$ cat src/rtl/sap1_serial_pkg.sv
// Shared types for the serial front end of the pattern detector path.
// Latency: n/a (types and constants only).
// Backpressure: n/a.
package sap1_serial_pkg;

  // Serializer control state: IDLE waits for a word, SHIFT streams it out.
  typedef enum logic {
    IDLE  = 1'b0,
    SHIFT = 1'b1
  } ser_state_t;

  // Line level driven on sdout whenever no data bit is being shifted.
  localparam logic SER_IDLE_LEVEL = 1'b0;

endpackage

$ cat src/rtl/bit_serializer.sv
// Parallel-to-serial converter: WIDTH-bit words in, one bit per clk out on sdout.
// Latency: first bit one cycle after the accept edge; a word occupies exactly WIDTH cycles.
// Backpressure: load_ready only in IDLE or on the last bit of a word; back-to-back words leave no gap.
//
// Ports:
//   clk, clr              clock (rising edge), asynchronous active-low reset
//   data_in, load_valid   word offered by the source; taken when load_valid & load_ready
//   load_ready            decoded from state/count only (and gated low while clr is asserted)
//   sdout                 serial bit stream (IDLE_LEVEL when no word is in flight)
//   bit_valid, last_bit   sdout carries a data bit / the final bit of the current word
//   busy                  serializer is in SHIFT
module bit_serializer
  import sap1_serial_pkg::*;
#(
  parameter int   WIDTH      = 8,              // legal range 2..32
  parameter int   MSB_FIRST  = 1,              // 1: data_in[WIDTH-1] first, 0: data_in[0] first
  parameter logic IDLE_LEVEL = SER_IDLE_LEVEL
) (
  input  logic             clk,
  input  logic             clr,
  input  logic [WIDTH-1:0] data_in,
  input  logic             load_valid,
  output logic             load_ready,
  output logic             sdout,
  output logic             bit_valid,
  output logic             last_bit,
  output logic             busy
);

  localparam int             CW       = $clog2(WIDTH);
  localparam logic [CW-1:0]  CNT_LAST = CW'(WIDTH - 1);

  ser_state_t       state, state_nxt;
  logic [WIDTH-1:0] shreg, shreg_nxt;
  logic [CW-1:0]    cnt, cnt_nxt;

  logic             accept;
  logic             head_bit;
  logic [WIDTH-1:0] shreg_adv;

  // The head bit sits at the end that leaves first; the vacated end is
  // refilled with IDLE_LEVEL so the register never carries stale data.
  always_comb begin
    if (MSB_FIRST != 0) begin
      head_bit  = shreg[WIDTH-1];
      shreg_adv = {shreg[WIDTH-2:0], IDLE_LEVEL};
    end else begin
      head_bit  = shreg[0];
      shreg_adv = {IDLE_LEVEL, shreg[WIDTH-1:1]};
    end
  end

  // load_ready is a pure decode of registered state, so accept never forms a
  // combinational loop back through the source's valid logic.
  assign accept = load_valid & load_ready;

  always_comb begin
    state_nxt = state;
    shreg_nxt = shreg;
    cnt_nxt   = cnt;
    case (state)
      IDLE: begin
        if (accept) begin
          state_nxt = SHIFT;
          shreg_nxt = data_in;
          cnt_nxt   = CNT_LAST;
        end
      end
      SHIFT: begin
        if (cnt == '0) begin
          // Last bit on the line: a new word may be chained here with no gap.
          if (accept) begin
            shreg_nxt = data_in;
            cnt_nxt   = CNT_LAST;
          end else begin
            state_nxt = IDLE;
            shreg_nxt = shreg_adv;
            cnt_nxt   = '0;
          end
        end else begin
          shreg_nxt = shreg_adv;
          cnt_nxt   = cnt - CW'(1);
        end
      end
      default: begin
        state_nxt = IDLE;
        shreg_nxt = '0;
        cnt_nxt   = '0;
      end
    endcase
  end

  always_ff @(posedge clk or negedge clr) begin
    if (!clr) begin
      state <= IDLE;
      shreg <= '0;
      cnt   <= '0;
    end else begin
      state <= state_nxt;
      shreg <= shreg_nxt;
      cnt   <= cnt_nxt;
    end
  end

  // Output decode from registers only; clr gates load_ready so nothing is
  // accepted while the block is held in reset.
  always_comb begin
    sdout      = IDLE_LEVEL;
    bit_valid  = 1'b0;
    last_bit   = 1'b0;
    busy       = 1'b0;
    load_ready = 1'b0;
    if (state == SHIFT) begin
      sdout      = head_bit;
      bit_valid  = 1'b1;
      busy       = 1'b1;
      last_bit   = (cnt == '0);
      load_ready = clr & (cnt == '0);
    end else begin
      load_ready = clr;
    end
  end

endmodule

$ cat config.mk
export PLATFORM = sky130hd
export DESIGN_NAME = bit_serializer
export DESIGN_NICKNAME = d
export VERILOG_FILES = /design/src/rtl/sap1_serial_pkg.sv /design/src/rtl/bit_serializer.sv
export SDC_FILE = /design/constraint.sdc
export NUM_CORES = 1
export LEC_CHECK = 0
export BUFFER_PORTS_ARGS = -buffer_cell sky130_fd_sc_hd__buf_2
export CORE_AREA = 2 2 39 41
export CTS_BUF_LIST = sky130_fd_sc_hd__clkbuf_2
export DETAILED_ROUTE_END_ITERATION = 10
export DIE_AREA = 0 0 41 43
export PLACE_DENSITY = 0.77
export SYNTH_ARGS = -nofsm -noshare
export SYNTH_HDL_FRONTEND = slang
export SYNTH_SLANG_ARGS = --single-unit
$ cat constraint.sdc
create_clock -name clk -period 3.2 [get_ports clk]
set_input_delay 0.16 -clock clk [delete_from_list [all_inputs] [get_ports clk]]
set_output_delay 0.16 -clock clk [all_outputs]
set_load 0.005 [all_outputs]
==> results of run 1 <==
[placed cells by master, fill, tap and decap left out]
cell type	Yosys	layout
dlygate4sd3_1	0	1
clkinv_1	0	1
nor3_1	2	2
nand2b_4	1	1
and2_1	3	3
ha_1	2	2
nand2_1	3	3
buf_2	0	15
clkbuf_2	0	3
mux2_2	12	12
nor2_1	3	3
a21oi_4	1	1
o22a_1	1	1
a21oi_1	2	2
o21ai_0	1	1
a21o_1	1	1
inv_1	3	3
a211o_1	1	1
and2b_2	1	1
and3_1	1	1
dfrtp_1	12	12
mux2_4	3	3
[flip-flops by register name, indices dropped and copies added (netlist names)]
| signal | count |
|---|---|
| shreg | 8 |
| state | 1 |
| cnt | 3 |
[power groups by stage]
| stage | sequential (mW) | clock (mW) | combinational [mW] |
|---|---|---|---|
| global placement | 0.268 | 0 | 0.264 |
| global route | 0.279 | 0.0858 | 0.298 |
| CTS | 0.269 | 0.0789 | 0.275 |
| floorplan | 0.241 | 0 | 0.267 |
| detailed placement | 0.273 | 0 | 0.273 |
| finish | 0.267 | 0.0744 | 0.269 |
[final timing paths]
path / from / endpoint / cells after the start
max: clr / shreg[7] / 5
min: data_in[0] / shreg[0] / 2
min reg2reg: cnt[1] / cnt[1] / 2
min in group asynchronous: clr / cnt[2] / 2
max reg2reg: cnt[0] / shreg[7] / 5
max in group asynchronous: clr / shreg[5] / 2
[logic make-up (layout without fill, tap and decap cells)]
family / after synthesis / in the layout
multiplexers: 15 / 15
AND/OR/NAND/NOR: 14 / 14
flip-flops: 12 / 12
AO/OA/AOI/OAI: 7 / 7
buffers and inverters: 6 / 23
adder cells (fa/ha/maj): 2 / 2
[metal layers]
layer / part of all wire / up-vias / GRT usage
met2: 0.49 / 8 / 0.2031
met3: 0.058 / 2 / 0.04712
met5: 0 / - / 0
met4: 0.0089 / 0 / 0.06000
li1: - / 228 / -
met1: 0.44 / 207 / 0.1565
[stage by stage]
step           utilization  cells  hold WS (ps)
5_1_grt             0.5615     89         81.97
2_1_floorplan            -     56        -135.6
3_3_place_gp        0.5407     84         62.21
4_1_cts             0.5615     89         90.39
6_report            0.5615     89         99.91
3_5_place_dp        0.5407     84         65.89
[area by class of cell]
type | instances | area (um2) | area share
Multi-Input combinational cell | 38 | 341.6 | 0.4396
Sequential cell | 12 | 300.3 | 0.3865
Timing Repair Buffer | 16 | 85.08 | 0.1095
Tap cell | 16 | 20.02 | 0.02576
Clock buffer | 3 | 15.01 | 0.01932
Inverter | 3 | 11.26 | 0.01449
Clock inverter | 1 | 3.754 | 0.004831
==> reports/qor.txt, run 1 <==
LOGIC SYNTHESIS
-----------------------------------------------------------------------------------------
Fraction of the yosys area taken by sequential cells                               0.4372
Synthesized net count                                                                  69
Synth Area in Compound Gates                                                      0.08197
Number of synthesized flops with an enable pin                                          0
Proportion of register bits with asynchronous set or reset after synthesis          1.000
Synth Area in Adders                                                              0.03643
Post-synthesis simple-gate area fraction                                           0.1166
Mux contribution to synthesized area                                               0.2623
Number of distinct library cells after synthesis                                       21
Combinational family with the most area after synthesis                      multiplexers
Cell area after technology mapping                                              686.9 um2
Syn Area/Cell                                                                   12.27 um2
Number of synthesis warnings                                                            0
Synthesis-stage register bit count                                                     12
Leading cell types by total area after synthesis                             dfrtp_1 (44%), mux2_2 (20%), mux2_4 (6.6%)
Post-synthesis cell type with the largest combined area                           dfrtp_1
Mapped Cells                                                                           56
Most used flip-flop cell after synthesis                                          dfrtp_1
Top cell types by occurrence after synthesis                                 dfrtp_1 (12), mux2_2 (12)
Post-synth top area share                                                          0.4372
Parity-gate share of the synthesized area counting xor and xnor cells                   0

FLOW RUN
-----------------------------------------------------------------------------------------
Max-Cap Viols                                                                           0

CLOCK TREE
-----------------------------------------------------------------------------------------
Later-pin clock latency in the skew report                                         250 ps
Number of post-CTS setup repair buffers                                                 0
CTS Hold Buffers Added                                                                  1
TritonCTS Buffers                                                                       3
Clock-pin transition on the worst setup and hold timing paths                      120 ps
H-tree depth                                                                            1
Max clock buf depth                                                                     2
Clk sink count                                                                         12
Post-CTS sizing                                                                         0
Root buffer cell                                                                 clkbuf_2
TritonCTS clock tree                                                                  yes

FINISH
-----------------------------------------------------------------------------------------
Summed area of non-filler cells in the final layout                             777.0 um2
Total Nets Final                                                                       87
Number of filler instances in the final layout                                        121
Share of cells above drive strength 1                                              0.4932
Final antenna diode count                                                               0
Synth-to-Final Area Change                                                         13.11%

STA
-----------------------------------------------------------------------------------------
Final Cycle Share                                                                  0.5463
Maximum operating frequency                                                     572.1 MHz
Worst clock skew                                                                0.3120 ps
Worst Slack Setup Final                                                           1452 ps
Hold violation total from the final report                                              0
Tightest slew margin relative to the limit                                         0.5814
Number of failing setup endpoints in the final timing report                            0
RSZ-0062 raised after global routing                                                   no
Pin slew with the least headroom to its limit                                    627.8 ps
Minimum period implied by the final worst setup slack                             1748 ps
Sum of negative setup slack                                                          0 ps
Pins Over Slew Limit                                                                    0

FLOORPLANNING
-----------------------------------------------------------------------------------------
Core region area                                                                 1384 um2
DIE WIDTH                                                                           41 um
Row cnt                                                                                14
Count of boundary I/O pins                                                             16
Height of the chip                                                                  43 um
Die Outline Area                                                                 1763 um2
Starting density of the core                                                       0.4964

ROUTING
-----------------------------------------------------------------------------------------
Final WL                                                                         1.007 mm
Count of TritonRoute iterations in the first routing pass                               2
Post-route DRC violation count                                                          0
Post-DRT Antenna Nets                                                                   0
DR iter-0 viols                                                                         2
Mean routed wirelength per cell                                                  11.31 um
Vias                                                                                  445
Drt via density                                                                     5.000

GLOBAL ROUTING
-----------------------------------------------------------------------------------------
Global-route wire length before repair                                           1.545 mm
Number of global-route vias before repair                                             388
Overall track demand over capacity in global routing                               0.1318
Overflow left after global routing                                                      0
Pin count of the biggest net entering global routing                                   18
Number of antenna violations at the first check in global routing                       0

WORST SETUP PATH
-----------------------------------------------------------------------------------------
CP required                                                                       3350 ps
Arrival time at the worst endpoint                                                1890 ps
Startpoint class of the critical path                                           input pin
Maximum fanout along the worst path                                                    15
Type of element capturing the critical path                                          flop
Slowest cell on the critical path                                            dlygate4sd3_1
Series of cell instances along the critical path                             dlygate4sd3_1, buf_2, nand2_1, a21oi_4, mux2_2
Maximum cell stage delay along the critical path                                   520 ps
Family of cells with the greatest summed delay on the critical path          buffers and inverters
Setup slack, reg-to-reg                                                           1600 ps
Buf/Inv on CP                                                                           2
Startpoint-to-endpoint class of the critical path                               in -> reg

POWER
-----------------------------------------------------------------------------------------
Total power per unit cell area                                               786.7 nW/um2
Share of total power consumed by net switching                                     0.3315
Tot Pwr                                                                          611.2 uW
Leak Pwr                                                                        0.4240 nW
Share of power burned in the clock network                                          0.122
Worst voltage drop across the vdd grid                                          0.3785 mV
Sequential Power Share                                                              0.437
Internal power of the cells                                                      408.6 uW
Switching power                                                                  202.6 uW
Portion of total power attributed to combinational logic                            0.441

PLACE
-----------------------------------------------------------------------------------------
Worst-case setup slack after placement                                            1605 ps
Global placer's final weighted congestion                                          0.7070
Buffers on Ports                                                                       15
Placed instance area                                                            748.2 um2

RUN STATUS
-----------------------------------------------------------------------------------------
Run status                                                                   finished clean

MIN PATH
-----------------------------------------------------------------------------------------
Hold crit path type                                                             in -> reg

Note: power is estimated with default switching activity, not from simulation.
==> run 2, diff against run 1 <==
ABC_AREA = 1   (was default)
CORE_AREA = default   (was 2 2 39 41)
CORE_UTILIZATION = 49   (was default)
DIE_AREA = default   (was 0 0 41 43)
PLACE_DENSITY = 0.76   (was 0.77)
clock period = 1.4 ns   (was 3.2 ns; I/O delays follow)
==> run 2 against run 1 <==
  * Non-clock buffer count rose by 5
  * Synthesized cell count rose by 73%
  * Clock power rose by 140%
  * Critical endpoint is now load_ready
  * Highest routed layer unchanged
==> reports/qor.txt, run 2 <==
ROUTING
-----------------------------------------------------------------------------------------
Mean routed wirelength per cell                                                  11.30 um   -0.17%
DR iter-0 viols                                                                        18   +16
Post-route DRC violation count                                                          0   unchanged
Drt via density                                                                     4.886   -2.3%
Routed met3 length                                                                  83 um   +43%
Total met2 wirelength after detailed routing                                       679 um   +36%
Highest routed metal layer                                                           met4
Final WL                                                                         1.491 mm   +48%
Post-DRT Antenna Nets                                                                   0   unchanged
Vias                                                                                  645   +45%
Count of TritonRoute iterations in the first routing pass                               4   +2
DRT met1 WL                                                                        707 um   +60%

WORST SETUP PATH
-----------------------------------------------------------------------------------------
Type of element capturing the critical path                                   output port
Maximum fanout along the worst path                                                    14   -1
Arrival time at the worst endpoint                                                1220 ps   -670 ps
Endpoint of the worst-slack reg-to-reg timing path                               shreg[4]
CP required                                                                       1330 ps   -2020 ps
Origin of the critical flop-to-flop path                                           cnt[1]
Setup slack, reg-to-reg                                                            160 ps   -1440 ps
Number of cells traversed by the worst register-to-register path                        8   +3
Startpoint class of the critical path                                           input pin
Startpoint-to-endpoint class of the critical path                               in -> out

PLACE
-----------------------------------------------------------------------------------------
Estimated wirelength of the detail-placed design                                 1.091 mm
Buffers on Ports                                                                       15   unchanged
Number of instances in the placed design                                              126   +50%
Global placer's final weighted congestion                                          0.7504   +6.1%

STA
-----------------------------------------------------------------------------------------
Minimum period implied by the final worst setup slack                             1290 ps
Pin slew with the least headroom to its limit                                    289.3 ps   -338.5 ps
Sum of negative setup slack                                                          0 ps   unchanged
Maximum operating frequency                                                     775.5 MHz
Worst clock skew                                                                 1.658 ps   +1.346 ps
Worst hold margin                                                                30.09 ps   -69.82 ps
Hold violation total from the final report                                              0   unchanged
RSZ-0062 raised after global routing                                                   no
Final Cycle Share                                                                  0.9211
Number of failing setup endpoints in the final timing report                            0   unchanged
Tightest slew margin relative to the limit                                         0.8067   +0.2253
Pins Over Slew Limit                                                                    0   unchanged

RUN STATUS
-----------------------------------------------------------------------------------------
Run status                                                                   finished clean

CLOCK TREE
-----------------------------------------------------------------------------------------
TritonCTS clock tree                                                                  yes
H-tree depth                                                                            1   unchanged
TritonCTS Buffers                                                                       3   unchanged
Root buffer cell                                                                 clkbuf_2
Clock-pin transition on the worst setup and hold timing paths                      120 ps   about the same
Max clock buf depth                                                                     2   unchanged
Later-pin clock latency in the skew report                                         260 ps   about the same
Clk sink count                                                                         12   unchanged

LOGIC SYNTHESIS
-----------------------------------------------------------------------------------------
Fraction of the yosys area taken by sequential cells                               0.4110   -0.02620
Post-synthesis simple-gate area fraction                                           0.3356   +0.2190
Leading cell types by total area after synthesis                             dfrtp_1 (41%), nand2_1 (23%), inv_1 (7.2%)
Top cell types by occurrence after synthesis                                 nand2_1 (44), inv_1 (14), dfrtp_1 (12)
Synthesized net count                                                                 110   +59%
Most repeated cell in the gate-level netlist after synthesis                      nand2_1
Number of synthesis warnings                                                            0   unchanged
Proportion of register bits with asynchronous set or reset after synthesis          1.000   unchanged
Synthesis-stage register bit count                                                     12   unchanged
Post-synth top area share                                                          0.4110   -0.02620
Combinational family with the most area after synthesis                      simple AND/OR/NAND/NOR gates
Synth Area in Adders                                                              0.03425   -0.002183
Syn Area/Cell                                                                   7.533 um2   -39%
Most used flip-flop cell after synthesis                                          dfrtp_1
Mapped Cells                                                                           97   +73%
Post-synthesis cell type with the largest combined area                           dfrtp_1
Number of synthesized flops with an enable pin                                          0   unchanged
Cell area after technology mapping                                              730.7 um2   +6.4%
Parity-gate share of the synthesized area counting xor and xnor cells             0.01199   +0.01199
Mux contribution to synthesized area                                                    0   -0.2623
Number of distinct library cells after synthesis                                       21   unchanged
Synth Area in Compound Gates                                                      0.07705   -0.004912

GLOBAL ROUTING
-----------------------------------------------------------------------------------------
Number of global-route vias before repair                                             548   +41%
Pin count of the biggest net entering global routing                                   15   -3
Number of antenna violations at the first check in global routing                       0   unchanged
Global-route wire length before repair                                           2.277 mm   +47%
Overflow left after global routing                                                      0   unchanged
Overall track demand over capacity in global routing                               0.2123   +0.08056

FINISH
-----------------------------------------------------------------------------------------
Largest registers                                                            shreg: 8 flops, cnt: 3 flops, state: 1 flops
Number of flip-flops under the largest register name                                    8   unchanged
Share of cells above drive strength 1                                              0.2906   -0.2026
Number of non-filler instances in the completed layout                                132   +48%
Register name with the most flops                                                   shreg
Total Nets Final                                                                      131   +51%
Final antenna diode count                                                               0   unchanged
Most frequent cells in the layout                                            nand2_1 (44), buf_2 (14), inv_1 (12)
Synth-to-Final Area Change                                                         20.55%
Most common library cell in the layout ignoring fill and taps                     nand2_1

POWER
-----------------------------------------------------------------------------------------
Worst voltage drop across the vdd grid                                          0.9540 mV   +150%
Leak Pwr                                                                        0.5277 nW   +24%
Total power per unit cell area                                                1921 nW/um2   +140%

MIN PATH
-----------------------------------------------------------------------------------------
Number of instances on the worst hold path                                              3   +1
Worst min-delay path endpoint                                                    shreg[0]
Hold crit path type                                                             in -> reg
Hold Path Origin                                                               data_in[0]

FLOORPLANNING
-----------------------------------------------------------------------------------------
DIE WIDTH                                                                        40.62 um   -0.94%
Row cnt                                                                                13   -1
Count of boundary I/O pins                                                             16   unchanged
Height of the chip                                                               40.62 um   -5.5%
Starting density of the core                                                       0.5412   +0.04486
Core region area                                                                 1350 um2   -2.4%
Die Outline Area                                                                 1650 um2   -6.4%

FLOW RUN
-----------------------------------------------------------------------------------------
Max-Cap Viols                                                                           0   unchanged

-- run 2: report_power, final --
group	switching, mW	internal, mW
sequential	0.0935	0.503
clock	0.117	0.0620
combinational	0.530	0.388
-- run 2: final cells by class --
cell class	instances	area (um2)
multi-input combinational	65	360.3
clock inverter	1	3.754
fill	123	469.2
tap	15	18.77
inverter	15	56.30
sequential	12	301.5
clock buffer	3	15.01
timing repair buffer	21	125.1
-- run 2: stage by stage --
step / total power [mW] / instance area (um2) / worst slack (ps) / util
floorplan: 1.216 / 730.7 / 219.9 / -
global placement: 1.389 / 815.8 / 139.8 / 0.6043
detailed placement: 1.422 / 815.8 / 82.92 / 0.6043
CTS: 1.599 / 844.6 / 6.990 / 0.6256
global route: 1.866 / 880.8 / 34.21 / 0.6525
finish: 1.692 / 880.8 / 110.5 / 0.6525
-- run 2: critical path, stage by stage --
cell	delay, ps
dlygate4sd3_1	520
clkbuf_4	260
inv_1	120
a21oi_1	120
buf_2	130
-- run 2: logic make-up after synthesis --
kind of cell	count (synthesis)
xor gates and xnor gates	1
DFF	12
buffers and inverters	20
AOI/OAI and AO/OA	6
and+or+nand+nor	56
adders and majority gates	2
-- run 2: worst max path at each step --
stage                       endpoint  depth (start not counted)  slack, ps    from
after CTS                   last_bit                          4          7   state
final                     load_ready                          5        110     clr
after floorplan             shreg[1]                          8        220  cnt[0]
after detailed placement    shreg[7]                          8         80  cnt[0]
after global routing        shreg[4]                          8         30  cnt[1]
after global placement      shreg[6]                          8        140  cnt[0]
-- run 2: routing by layer --
| metal | up-vias | global-route usage |
|---|---|---|
| li1 | 334 | - |
| met1 | 288 | 0.2905 |
| met2 | 19 | 0.3135 |
| met3 | 4 | 0.05435 |
| met4 | 0 | 0.09167 |
| met5 | - | 0 |
-- run 2: repair_timing --
item                       in CTS  in global routing
setup buffers                   0                  1
gates resized for setup         0                  8
hold buffers                    1                  0
hold endpoints to repair       12                  0
setup endpoints to repair       0                 12
==> run 3, diff against run 2 <==
==> constraint.sdc (replaced) <==
create_clock -name clk -period 1.4 [get_ports clk]
set_input_delay 0.14 -clock clk [delete_from_list [all_inputs] [get_ports clk]]
set_output_delay 0.14 -clock clk [all_outputs]
set_load 0.005 [all_outputs]
==> run 3 against run 2 <==
  * Critical path depth unchanged
  * Routed wire length increased by 0.74%
  * Sequential share of layout area decreased by 0.43 points
  * Sequential cell count unchanged
  * Fmax decreased by 4.0%
  * Combinational power increased by 0.8%
  * Setup slack got worse by 54 ps
  * Count of clock-buffer cells in the layout unchanged
==> reports/qor.txt, run 3 (synthesized netlist as in run 2, its figures left out) <==
WORST SETUP PATH
--------------------------------------------------------------------------------
Endpoint of the worst-slack reg-to-reg timing path                      shreg[2]
Arrival time at the worst endpoint                                       1200 ps   -20 ps
Number of cells traversed by the worst register-to-register path               8   unchanged
Startpoint-to-endpoint class of the critical path                     reg -> out
Setup slack, reg-to-reg                                                   120 ps   -40 ps
CP required                                                              1260 ps   -70 ps
Type of element capturing the critical path                          output port
Origin of the critical flop-to-flop path                                  cnt[1]
Maximum fanout along the worst path                                            4   -10
Startpoint class of the critical path                                       flop

MIN PATH
--------------------------------------------------------------------------------
Hold Path Origin                                                      data_in[0]
Hold crit path type                                                    in -> reg
Worst min-delay path endpoint                                           shreg[0]
Number of instances on the worst hold path                                     3   unchanged

CLOCK TREE
--------------------------------------------------------------------------------
H-tree depth                                                                   1   unchanged
Root buffer cell                                                        clkbuf_2
Clk sink count                                                                12   unchanged
Later-pin clock latency in the skew report                                270 ps   about the same
Clock-pin transition on the worst setup and hold timing paths             120 ps   about the same
Max clock buf depth                                                            2   unchanged
TritonCTS clock tree                                                         yes
TritonCTS Buffers                                                              3   unchanged

FLOORPLANNING
--------------------------------------------------------------------------------
DIE WIDTH                                                               40.62 um   unchanged
Die Outline Area                                                        1650 um2   unchanged
Core region area                                                        1350 um2   unchanged
Height of the chip                                                      40.62 um   unchanged
Row cnt                                                                       13   unchanged
Starting density of the core                                              0.5412   unchanged
Count of boundary I/O pins                                                    16   unchanged

STA
--------------------------------------------------------------------------------
Worst clock skew                                                        2.442 ps   +0.7842 ps
Maximum operating frequency                                            744.6 MHz   -4.0%
Sum of negative setup slack                                                 0 ps   unchanged
Final Cycle Share                                                         0.9594   +0.03827
Hold violation total from the final report                                     0   unchanged
Pins Over Slew Limit                                                           0   unchanged
Minimum period implied by the final worst setup slack                    1343 ps   +53.57 ps
Tightest slew margin relative to the limit                                0.7958   -0.01093
Pin slew with the least headroom to its limit                           305.3 ps   +16.03 ps
Number of failing setup endpoints in the final timing report                   0   unchanged
RSZ-0062 raised after global routing                                         yes

ROUTING
--------------------------------------------------------------------------------
Mean routed wirelength per cell                                         11.21 um   -0.77%
Count of TritonRoute iterations in the first routing pass                      4   unchanged
Drt via density                                                            5.000   +2.3%
Total met2 wirelength after detailed routing                              679 um   unchanged
Highest routed metal layer                                                  met4
Final WL                                                                1.502 mm   +0.74%
Vias                                                                         670   +3.9%
Routed met3 length                                                         93 um   +12%
DR iter-0 viols                                                               20   +2
Post-route DRC violation count                                                 0   unchanged
Post-DRT Antenna Nets                                                          0   unchanged
DRT met1 WL                                                               712 um   +0.71%

FINISH
--------------------------------------------------------------------------------
Final antenna diode count                                                      0   unchanged
Most frequent cells in the layout                                   nand2_1 (44), buf_2 (14), inv_1 (12)
Total Nets Final                                                             133   +1.5%
Number of filler instances in the final layout                               121   -1.6%
Largest registers                                                   shreg: 8 flops, cnt: 3 flops, state: 1 flops
Number of flip-flops under the largest register name                           8   unchanged
Register name with the most flops                                          shreg
Summed area of non-filler cells in the final layout                    892.1 um2   +1.3%
Most common library cell in the layout ignoring fill and taps            nand2_1
Synth-to-Final Area Change                                                22.09%
Share of cells above drive strength 1                                     0.3109   +0.02033

POWER
--------------------------------------------------------------------------------
Switching power                                                         739.1 uW   about the same
Tot Pwr                                                                 1.704 mW   +0.67%
Total power per unit cell area                                       1910 nW/um2   -0.60%
Share of power burned in the clock network                                 0.106   about the same
Internal power of the cells                                             964.4 uW   +1.3%
Share of total power consumed by net switching                            0.4339   -0.003324
Sequential Power Share                                                     0.351   about the same
Worst voltage drop across the vdd grid                                  1.032 mV   +8.1%
Leak Pwr                                                               0.5349 nW   +1.4%
Portion of total power attributed to combinational logic                   0.543   about the same

GLOBAL ROUTING
--------------------------------------------------------------------------------
Overall track demand over capacity in global routing                      0.2203   +0.007991
Global-route wire length before repair                                  2.346 mm   +3.0%
Pin count of the biggest net entering global routing                          11   -4
Overflow left after global routing                                             0   unchanged
Number of antenna violations at the first check in global routing              0   unchanged
Number of global-route vias before repair                                    560   +2.2%

PLACE
--------------------------------------------------------------------------------
Estimated wirelength of the detail-placed design                        1.091 mm   unchanged
Placed instance area                                                   815.8 um2   unchanged
Buffers on Ports                                                              15   unchanged
Global placer's final weighted congestion                                 0.7504   unchanged

RUN STATUS
--------------------------------------------------------------------------------
Run status                                                          finished clean

FLOW RUN
--------------------------------------------------------------------------------
Max-Cap Viols                                                                  0   unchanged

run 3: timing repair:
action	in CTS	in global routing
endpoints found under the hold margin	6	0
setup buffers	0	2
hold buffers	2	0
pin swaps	0	0
endpoints found under the setup margin	2	10
gates resized for setup	2	6
run 3: how the worst max path moves through the flow:
stage / startpoint / end / slack [ps] / cells past startpoint
after floorplan: cnt[0] / shreg[1] / 220 / 8
after global placement: cnt[0] / shreg[6] / 140 / 8
after detailed placement: cnt[0] / shreg[7] / 80 / 8
after CTS: cnt[0] / load_ready / 2 / 5
after global routing: cnt[1] / load_ready / -50 / 5
final: cnt[1] / load_ready / 60 / 5
run 3: cell type report:
cell class / instances / area, um2 / share of cell area
Inverter: 15 / 56.30 / 0.06311
Clock buffer: 3 / 15.01 / 0.01683
Sequential cell: 12 / 301.5 / 0.3380
Clock inverter: 1 / 3.754 / 0.004208
Timing Repair Buffer: 23 / 142.6 / 0.1599
Tap cell: 15 / 18.77 / 0.02104
Multi-Input combinational cell: 65 / 354.1 / 0.3969
run 3: routing by layer:
| layer | global-route usage | vias to the layer above |
|---|---|---|
| met5 | 0 | - |
| met2 | 0.3294 | 26 |
| li1 | - | 338 |
| met3 | 0.05435 | 5 |
| met4 | 0.09167 | 0 |
| met1 | 0.3007 | 301 |
run 3: worst max-delay path, stage by stage (launching register included):
cell	delay [ps]
dfrtp_1	410
inv_2	90
ha_4	140
nand2_4	60
a21oi_2	110
buf_2	120
run 3: stage by stage:
| step | std cells | util | hold slack [ps] | setup slack (ps) |
|---|---|---|---|---|
| finish | 134 | 0.6608 | 97.65 | 56.91 |
| global route | 134 | 0.6608 | 100.3 | -52.21 |
| CTS | 132 | 0.6358 | 103.2 | 2.212 |
| detailed placement | 126 | 0.6043 | 42.82 | 82.92 |
| global placement | 126 | 0.6043 | 43.77 | 139.8 |
| floorplan | 97 | - | -155.6 | 219.9 |
run 3: power by group through the flow:
stage | clock network, mW | registers (mW) | logic (mW)
floorplan | 0 | 0.588 | 0.627
global placement | 0 | 0.612 | 0.777
detailed placement | 0 | 0.617 | 0.805
CTS | 0.182 | 0.613 | 0.816
global route | 0.205 | 0.614 | 1.06
finish | 0.181 | 0.598 | 0.925
